<file path="src/rtl/fc_layer_gen_if.sv">
// ---------------------------------------------------------------------------
// fc_layer_gen_if
// Bundles the streaming and weight-write signals of the fully-connected
// layer generator.
//
// Signals:
//   input_valid / input_ready / input_data    activation stream x[0..N-1]
//   output_valid / output_ready / output_data result stream y[0..M-1]
//   w_wr_en / w_addr / w_data                 weight write port, addr = row*N+col
//
// Modports:
//   master : the side that feeds activations and weights and consumes results
//   slave  : the layer itself
// ---------------------------------------------------------------------------
interface fc_layer_gen_if #(
    parameter int M = 4,
    parameter int N = 8,
    parameter int T = 16
);
    localparam int AW = (M * N > 1) ? $clog2(M * N) : 1;

    logic                 input_valid;
    logic                 input_ready;
    logic signed [T-1:0]  input_data;

    logic                 output_valid;
    logic                 output_ready;
    logic signed [T-1:0]  output_data;

    logic                 w_wr_en;
    logic [AW-1:0]        w_addr;
    logic signed [T-1:0]  w_data;

    modport master (
        output input_valid,
        output input_data,
        input  input_ready,
        input  output_valid,
        input  output_data,
        output output_ready,
        output w_wr_en,
        output w_addr,
        output w_data
    );

    modport slave (
        input  input_valid,
        input  input_data,
        output input_ready,
        output output_valid,
        output output_data,
        input  output_ready,
        input  w_wr_en,
        input  w_addr,
        input  w_data
    );
endinterface

</file>
<file path="src/rtl/fc_layer_gen.sv">
// ---------------------------------------------------------------------------
// fc_layer_gen
// Fully-connected layer y = act(W * x) for an M x N signed weight matrix.
// Activations stream in (LOAD), the rows are evaluated P at a time by P
// parallel MAC lanes (COMPUTE), and each group of P results streams out in
// lane order (EMIT). After the last group the block returns to LOAD.
//
// Each result is arithmetic-shifted right by FRAC, saturated to the signed
// T-bit range and, when RELU=1, clamped at zero.
//
// Parameters:
//   M    output neurons (rows), must be a multiple of P
//   N    input activations (columns)
//   T    signed data width
//   P    parallel MAC lanes
//   FRAC fractional bits dropped from each result
//   RELU 1 enables ReLU on the outputs
//
// Ports:
//   clk   rising-edge clock
//   reset asynchronous, active-low reset
//   bus   fc_layer_gen_if.slave (activation stream, result stream, weights)
// ---------------------------------------------------------------------------
module fc_layer_gen #(
    parameter int M    = 4,
    parameter int N    = 8,
    parameter int T    = 16,
    parameter int P    = 1,
    parameter int FRAC = 0,
    parameter int RELU = 1
) (
    input  logic          clk,
    input  logic          reset,
    fc_layer_gen_if.slave bus
);

    localparam int ACCW = 2 * T + $clog2(N);
    localparam int PW   = 2 * T;
    localparam int G    = M / P;
    localparam int CW   = (N > 1) ? $clog2(N) : 1;
    localparam int SW   = $clog2(N + 2);
    localparam int GW   = (G > 1) ? $clog2(G) : 1;
    localparam int LW   = (P > 1) ? $clog2(P) : 1;
    localparam int AW   = (M * N > 1) ? $clog2(M * N) : 1;

    localparam logic signed [ACCW-1:0] SAT_MAX = {{(ACCW - T + 1){1'b0}}, {(T - 1){1'b1}}};
    localparam logic signed [ACCW-1:0] SAT_MIN = {{(ACCW - T + 1){1'b1}}, {(T - 1){1'b0}}};

    typedef enum logic [1:0] {
        LOAD,
        COMPUTE,
        EMIT
    } state_t;

    state_t               state;
    logic [CW-1:0]        cnt;
    logic [SW-1:0]        step;
    logic [GW-1:0]        g;
    logic [LW-1:0]        lane;
    logic [LW-1:0]        next_lane;
    logic [CW-1:0]        col;

    logic signed [T-1:0]    w_mem [M*N];
    logic signed [T-1:0]    x_mem [N];
    logic signed [PW-1:0]   prod  [P];
    logic signed [ACCW-1:0] acc   [P];
    logic [AW-1:0]          rd_idx [P];
    logic signed [T-1:0]    res   [P];
    logic signed [T-1:0]    next_res;

    logic in_fire;
    logic out_fire;

    assign in_fire  = bus.input_valid & bus.input_ready;
    assign out_fire = bus.output_valid & bus.output_ready;
    assign col      = CW'(step);

    // Shift, saturate, then optionally ReLU one accumulator value.
    function automatic logic signed [T-1:0] saturate(input logic signed [ACCW-1:0] a);
        logic signed [ACCW-1:0] s;
        logic signed [T-1:0]    r;
        s = a >>> FRAC;
        if (s > SAT_MAX) begin
            r = SAT_MAX[T-1:0];
        end else if (s < SAT_MIN) begin
            r = SAT_MIN[T-1:0];
        end else begin
            r = s[T-1:0];
        end
        if (RELU != 0 && r[T-1]) begin
            r = '0;
        end
        return r;
    endfunction

    // Weight address of row g*P+l, column col for every lane.
    always_comb begin
        for (int l = 0; l < P; l++) begin
            rd_idx[l] = AW'((int'(g) * P + l) * N + int'(col));
        end
    end

    // Final results per lane, and the one that goes out after the current lane.
    always_comb begin
        next_lane = lane + LW'(1);
        next_res  = '0;
        for (int l = 0; l < P; l++) begin
            res[l] = saturate(acc[l]);
        end
        for (int l = 0; l < P; l++) begin
            if (LW'(l) == next_lane) begin
                next_res = res[l];
            end
        end
    end

    // Weights are deliberately not reset so they survive across frames and resets.
    always_ff @(posedge clk) begin
        if (bus.w_wr_en && state != COMPUTE) begin
            w_mem[bus.w_addr] <= bus.w_data;
        end
    end

    // Activation buffer; a restarted frame simply overwrites stale entries.
    always_ff @(posedge clk) begin
        if (state == LOAD && in_fire) begin
            x_mem[cnt] <= bus.input_data;
        end
    end

    // COMPUTE is a two-stage pipeline: step 0..N-1 registers products,
    // step 1..N adds them, and step N+1 hands lane 0's result to the output
    // register, so output_valid rises N+2 edges after COMPUTE is entered.
    always_ff @(posedge clk or negedge reset) begin
        if (!reset) begin
            state            <= LOAD;
            cnt              <= '0;
            step             <= '0;
            g                <= '0;
            lane             <= '0;
            bus.input_ready  <= 1'b1;
            bus.output_valid <= 1'b0;
            bus.output_data  <= '0;
            for (int l = 0; l < P; l++) begin
                acc[l]  <= '0;
                prod[l] <= '0;
            end
        end else begin
            case (state)
                LOAD: begin
                    if (in_fire) begin
                        if (cnt == CW'(N - 1)) begin
                            cnt             <= '0;
                            g               <= '0;
                            step            <= '0;
                            bus.input_ready <= 1'b0;
                            state           <= COMPUTE;
                            for (int l = 0; l < P; l++) begin
                                acc[l] <= '0;
                            end
                        end else begin
                            cnt <= cnt + CW'(1);
                        end
                    end
                end

                COMPUTE: begin
                    for (int l = 0; l < P; l++) begin
                        if (step < SW'(N)) begin
                            prod[l] <= PW'(w_mem[rd_idx[l]]) * PW'(x_mem[col]);
                        end
                        if (step != '0 && step <= SW'(N)) begin
                            acc[l] <= acc[l] + ACCW'(prod[l]);
                        end
                    end
                    if (step == SW'(N + 1)) begin
                        lane             <= '0;
                        bus.output_valid <= 1'b1;
                        bus.output_data  <= res[0];
                        state            <= EMIT;
                    end else begin
                        step <= step + SW'(1);
                    end
                end

                EMIT: begin
                    if (out_fire) begin
                        if (lane == LW'(P - 1)) begin
                            lane             <= '0;
                            bus.output_valid <= 1'b0;
                            if (g == GW'(G - 1)) begin
                                g               <= '0;
                                cnt             <= '0;
                                bus.input_ready <= 1'b1;
                                state           <= LOAD;
                            end else begin
                                g     <= g + GW'(1);
                                step  <= '0;
                                state <= COMPUTE;
                                for (int l = 0; l < P; l++) begin
                                    acc[l] <= '0;
                                end
                            end
                        end else begin
                            lane            <= next_lane;
                            bus.output_data <= next_res;
                        end
                    end
                end

                default: begin
                    state <= LOAD;
                end
            endcase
        end
    end

endmodule

</file>
<file path="src/flat_wrapper.sv">
// flat-port wrapper written by rule: the top's interface ports become plain ports
module fc_layer_gen_flat 
#(
    parameter int M    = 4,
    parameter int N    = 8,
    parameter int T    = 16,
    parameter int P    = 1,
    parameter int FRAC = 0,
    parameter int RELU = 1
)
  (clk, reset, bus_input_valid, bus_input_data, bus_input_ready, bus_output_valid, bus_output_data, bus_output_ready, bus_w_wr_en, bus_w_addr, bus_w_data);
  fc_layer_gen_if #(.M(M), .N(N), .T(T)) bus_i ();
  input  logic clk;
  input  logic reset;
  input wire logic [$bits(bus_i.input_valid)-1:0] bus_input_valid;
  input wire logic [$bits(bus_i.input_data)-1:0] bus_input_data;
  output wire logic [$bits(bus_i.input_ready)-1:0] bus_input_ready;
  output wire logic [$bits(bus_i.output_valid)-1:0] bus_output_valid;
  output wire logic [$bits(bus_i.output_data)-1:0] bus_output_data;
  input wire logic [$bits(bus_i.output_ready)-1:0] bus_output_ready;
  input wire logic [$bits(bus_i.w_wr_en)-1:0] bus_w_wr_en;
  input wire logic [$bits(bus_i.w_addr)-1:0] bus_w_addr;
  input wire logic [$bits(bus_i.w_data)-1:0] bus_w_data;
  assign bus_i.input_valid = bus_input_valid;
  assign bus_i.input_data = bus_input_data;
  assign bus_input_ready = bus_i.input_ready;
  assign bus_output_valid = bus_i.output_valid;
  assign bus_output_data = bus_i.output_data;
  assign bus_i.output_ready = bus_output_ready;
  assign bus_i.w_wr_en = bus_w_wr_en;
  assign bus_i.w_addr = bus_w_addr;
  assign bus_i.w_data = bus_w_data;
  fc_layer_gen #(.M(M), .N(N), .T(T), .P(P), .FRAC(FRAC), .RELU(RELU)) u_core (.clk(clk), .reset(reset), .bus(bus_i));
endmodule
</file>
<file path="config.mk">
export PLATFORM = sky130hd
export DESIGN_NAME = fc_layer_gen_flat
export DESIGN_NICKNAME = d
export VERILOG_FILES = /design/src/rtl/fc_layer_gen_if.sv /design/src/rtl/fc_layer_gen.sv /design/src/flat_wrapper.sv
export SDC_FILE = /design/constraint.sdc
export NUM_CORES = 2
export LEC_CHECK = 0
export BUFFER_PORTS_ARGS = -buffer_cell sky130_fd_sc_hd__buf_2
export CORE_MARGIN = 4
export CORE_UTILIZATION = 25
export CTS_CLUSTER_SIZE = 25
export DETAILED_ROUTE_END_ITERATION = 8
export GPL_TIMING_DRIVEN = 0
export PLACE_DENSITY = 0.38
export REMOVE_ABC_BUFFERS = 1
export SLEW_MARGIN = 20
export SYNTH_ARGS = -nofsm -noshare
export SYNTH_HDL_FRONTEND = slang
export SYNTH_SLANG_ARGS = --single-unit
</file>
<file path="constraint.sdc">
create_clock -name clk -period 19.5 [get_ports clk]
set_input_delay 3.9 -clock clk [delete_from_list [all_inputs] [get_ports clk]]
set_output_delay 3.9 -clock clk [all_outputs]
set_load 0.005 [all_outputs]
</file>
**Word level (Yosys, flattened, before mapping)**

Memory sizes are Yosys's and may differ from the RTL's.
Cells that the tools add are included.

- Add/subtract/negate cells: 6
- Multipliers: 1
- Divide/modulo/power cells: 0
- $lt $le $gt $ge: 4
- Equal/unequal tests: 16
- Shift operators: 0
- Mux-type cells: 59
- Bitwise logic cells: 2
- Reduce and logical (&&, ||, !) cells: 18

Operators by type and width:

| kind | count |
|---|---|
| 2-to-1 mux 35 bit | 6 |
| case mux 35 bit (3 select lines) | 1 |
| 2-to-1 mux 16 bit | 5 |
| adder 35 x 32 -> 35 bit | 1 |
| > comparator 35 x 16 -> 1 bit (second input constant) | 1 |
| less-than comparator 35 x 16 -> 1 bit (second input constant) | 1 |
| multiplier 16 x 16 -> 32 bit | 1 |
| case mux 16 bit (2 select lines) | 1 |
| 2-to-1 mux 15 bit | 2 |
| 2-to-1 mux 4 bit | 6 |
| 2-to-1 mux 2 bit | 10 |
| 2-to-1 mux 1 bit | 16 |
| 2-to-1 mux 3 bit | 5 |
| AND reduction 5 bit | 3 |
| inequality test 2 x 1 -> 1 bit (second input constant) | 7 |
| AND reduction 7 bit | 2 |
| case mux 4 bit (3 select lines) | 1 |
| inequality test 2 bit (second input constant) | 4 |
| AND reduction 4 bit | 2 |
| case mux 1 bit (2 select lines) | 3 |
| case mux 2 bit (3 select lines) | 1 |
| case mux 3 bit (2 select lines) | 1 |
| AND reduction 6 bit | 1 |
| adder 5 x 3 -> 5 bit | 1 |
| other kinds (19) | 24 |

- Bits in registers: 97
- Latch bits: 0
- Bits in writable memories: 640
- Bits in read-only memories: 0
- Bits of input ports: 42
- Output and inout port bits: 18
- Memories: 2

Memory list:

| name | words | bits a word | read ports | clocked after memory_dff | wr ports | RTL line | source |
|---|---|---|---|---|---|---|---|
| u_core.w_mem | 32 | 16 | 1 | 0 | 1 | fc_layer_gen.sv:63 | `logic signed [T-1:0] w_mem [M*N];` |
| u_core.x_mem | 8 | 16 | 1 | 0 | 1 | fc_layer_gen.sv:64 | `logic signed [T-1:0] x_mem [N];` |

**Depth between registers and ports, before layout**

- Depth in word-level cells: 8
- Mapped depth: 30

**Least setup slack after synthesis**

Ideal clock, no wire load.

- Path kind: flip-flop to flip-flop
- From: reg u_core.step[1]
- To: reg u_core.prod[24] (netlist name)
- Library setup time: 0.146 ns
- Data arrival time: 7.310 ns
- Slack: 12.044 ns
- Cell stages (with the launch flop): 29
- Path buffers: 4
- Path through: dfrtp_1 -> buf_2 -> buf_2 -> buf_1 -> mux4_2 -> mux4_2 -> mux2i_1 -> buf_2 -> nor2_1 -> fa_1 -> inv_1 -> fa_1 -> fa_1 -> fa_1 -> inv_1 -> fa_1 -> inv_1 -> fa_1 -> inv_1 -> ha_1 -> a21oi_1 -> o21ai_0 -> a21oi_1 -> a211oi_1 -> o21ai_2 -> a21oi_1 -> o41ai_1 -> mux2i_1 -> o311ai_0

- Longest elaborated chain between the ends: 3

RTL lines:

| item | RTL line | source |
|---|---|---|
| from (decl) | fc_layer_gen.sv:57 | `logic [SW-1:0] step;` |
| from (signal assigned) | fc_layer_gen.sv:182 | `step <= step + SW'(1);` |
| adder 5 x 3 -> 5 bit | fc_layer_gen.sv:99 | `rd_idx[l] = AW'((int'(g) * P + l) * N + int'(col));` |
| memory read (32 x 16 bit) | -- |  |
| multiplier 16 x 16 -> 32 bit | fc_layer_gen.sv:170 | `prod[l] <= PW'(w_mem[rd_idx[l]]) * PW'(x_mem[col]);` |
| to (signal, indexed assignment) | fc_layer_gen.sv:170 |  |
| to (decl) | fc_layer_gen.sv:65 | `logic signed [PW-1:0] prod [P];` |

Parallel ways exist; a longest one is shown, timed or not.
A chain may end at the register's enable or synchronous reset.

**Worst setup path in the final report**

- From: reg u_core.step[0]
- To: reg u_core.prod[24] (netlist name)

The elaborated chain is that of the path after synthesis.

==> results.txt <==
GR Overflow Total = 0
Clock Path Buffers = 3
Routed wire per std cell = 20.96 um
Area Overhead vs Synth = 18.24%
largest net degree at the start of global routing = 61
crit path time final = 9.174 ns
initial antenna violation count = 10
slowest stage delay, CP = 0.68 ns
Yosys top cell area share = 0.4839
drt pass-1 iters = 5
CP max stage cell = dfrtp_4
RePlAce Congestion = 0.7735
Seq cells post-synth = 735
CP Class = register to register
FF-to-FF setup slack = 10.33 ns
WHS Path Cells = 2
r2r worst-path depth = 27
Total Routing Usage GR = 0.1274
Final ANT Viol Nets = 0
Simple-Gate Fraction of Synth Area = 0.06399
Synth Area in Compound Gates = 0.04449
WP data required = 20.00 ns
leading cell type in the layout, fill and taps excluded = edfxtp_1
Slew headroom = 0.2856
Setup TNS = 0 ns
post-synthesis xor/xnor area fraction = 0.01279
CP delay by family, top = adder cells
vias in the first global route = 24210
Rows = 145
first-pass GRT wire length = 157700 um
Initial Util = 0.2528
Period Utilization, post-route = 0.4705
Crit. End Element = register
maximum VDD drop = 0.00007520 V
RSZ-0062 raised after global routing = false
post-synth top area cell = edfxtp_1
average footprint of a synthesized cell = 14.72 um^2
CP arrival = 9.67 ns
worst min path class = register to register
CTS Hold Buffers Added = 0
Main synth FF type = edfxtp_1
Die Width = 406.6 um
Post-CTS Setup Inserts = 0
I/O pins = 60
critical path depth in cells = 27
CTS buffer count = 86
PnR worst setup slack = 10.33 ns
Post-synth EDFFs = 640
Reg clk slew, reported paths = 0.06 ns
die height = 406.6 um
Final Max Tran Viols = 0
CP startpoint kind = register
Max-Cap Viols = 0
clock skew = 0.09851 ns
Fin Hold WS = 0.4874 ns
Adder-Cell Fraction of Synth Area = 0.1710
leakage dissipation = 17.59 nW
Syn Inst Count = 2697
Slew @ Worst Pin = 1.066 ns
initial DRC count = 1245
Yosys warning count = 0
Routed WL = 103500 um
clock latency on the worst-skew pair = 0.74 ns
Vias = 21950
Final Net Count = 3231
commonest cells after routing, fill and taps aside = edfxtp_1, inv_1, fa_1
cell mode on critical path = fa_1
via/cell ratio = 4.446
Crit Path Max Fanout = 25
worst slack, placed = 10.26 ns
top cells by area, synth = edfxtp_1, fa_1, mux4_2
Clock H-tree levels = 3
area of the die = 0.1653 mm^2
sequential fraction of the synthesis area = 0.5438
layout cells sized above 1 = 0.1967
port bufs = 58
Remaining DRCs = 0
Fmax = 109.0 MHz
Root Driver = clkbuf_16
Async S/R FF share, synth = 0.1293
status = complete, no violations
PwrDens = 75.64 mW/mm^2
Distinct cells, synth = 64
largest family of logic cells by synthesized area = adder cells
CTS tree = built
core area = 0.1571 mm^2
clk sinks = 735
Cell Area, Synth = 0.03971 mm^2
setup violators final = 0
detailed placement HPWL = 71980 um
mux share of post-synthesis cell area = 0.1199
Final Hold Fails = 0
crit path buf inv count = 7
Post-CTS Resized = 0
[area by class of cell]
class	count	area, um^2
repair buffers	121	1720
diodes	6	15.01
inverters	320	1201
multi-input cells	1540	16940
clock inverters	50	639.4
fillers	15640	110200
clock buffers	107	2251
flip-flops and latches	735	21620
well taps	2058	2575
[worst paths after layout]
path	start	to
max	u_core.step[0]	u_core.prod[24]
min	u_core.prod[0]	u_core.prod[0]
max reg2reg	u_core.step[0]	u_core.prod[24]
max in group asynchronous	reset	u_core.bus.input_ready
min reg2reg	u_core.prod[0]	u_core.prod[0]
min in group asynchronous	reset	u_core.bus.output_data[4]
[sequential cells by signal, summed over array words and instances, names as in the netlist, 2 cells and up]
register	count
u_core.step	4
u_core.acc	35
u_core.state	2
u_core.prod	32
u_core.x_mem	128
u_core.w_mem	512
u_core.bus.output_data	15
u_core.cnt	3
u_core.g	2
[report_power, final]
group	total, mW	internal [mW]	switching (mW)
clock	1.62	0.949	0.675
sequential	1.72	1.72	0.00168
combinational	0.206	0.0772	0.128
[cell usage after synthesis (12+ instances only)]
cell / n
edfxtp_1: 640
inv_1: 308
fa_1: 263
nor2_1: 256
mux4_2: 192
nand2_1: 181
ha_1: 122
dfrtp_1: 94
a21oi_1: 83
o21ai_0: 74
buf_2: 37
xnor2_1: 36
clkbuf_1: 35
nand2b_1: 31
a21o_1: 30
mux2i_1: 26
xor2_1: 22
nor2b_1: 20
nor3_1: 18
or2_2: 18
nand3_1: 15
o21a_1: 15
o31ai_1: 14
a211oi_1: 13
inv_2: 12
[per-stage QoR]
step                      instance area [um^2]  std cells    util  power [mW]
after floorplan                          39170       2595       -       1.883
after global placement                   42040       4711  0.2675       1.952
after detailed placement                 44050       4774  0.2804       1.963
after CTS                                46940       4931  0.2988       3.612
after global routing                     46940       4931  0.2988       3.710
final                                    46950       4937  0.2989       3.552
[per-layer routing]
| metal | up-vias | track usage | part of all wire |
|---|---|---|---|
| met1 | 11590 | 0.1649 | 0.44 |
| li1 | 9893 | - | - |
| met5 | - | 0 | 0 |
| met4 | 0 | 0.02785 | 0.018 |
| met3 | 123 | 0.02097 | 0.035 |
| met2 | 349 | 0.2240 | 0.51 |
[cells by family (layout without fill, tap and decap cells)]
group / count (synthesis) / in the layout
other cells: 1 / 7
fa+ha+maj: 385 / 385
flops: 735 / 735
simple gates: 583 / 583
xor+xnor: 58 / 58
compound gates: 282 / 282
buf+inv: 422 / 598
mux: 231 / 231
[worst reg2reg max path: cells and delay by family (launching register included)]
| family | cells | cell delay [ns] |
|---|---|---|
| AOI/OAI and AO/OA | 8 | 1.78 |
| and+or+nand+nor | 1 | 0.14 |
| muxes | 4 | 1.94 |
| DFF | 1 | 0.68 |
| buffers and inverters | 7 | 1.05 |
| adders and majority gates | 7 | 3.43 |
Note: power is estimated with default switching activity, not from simulation.
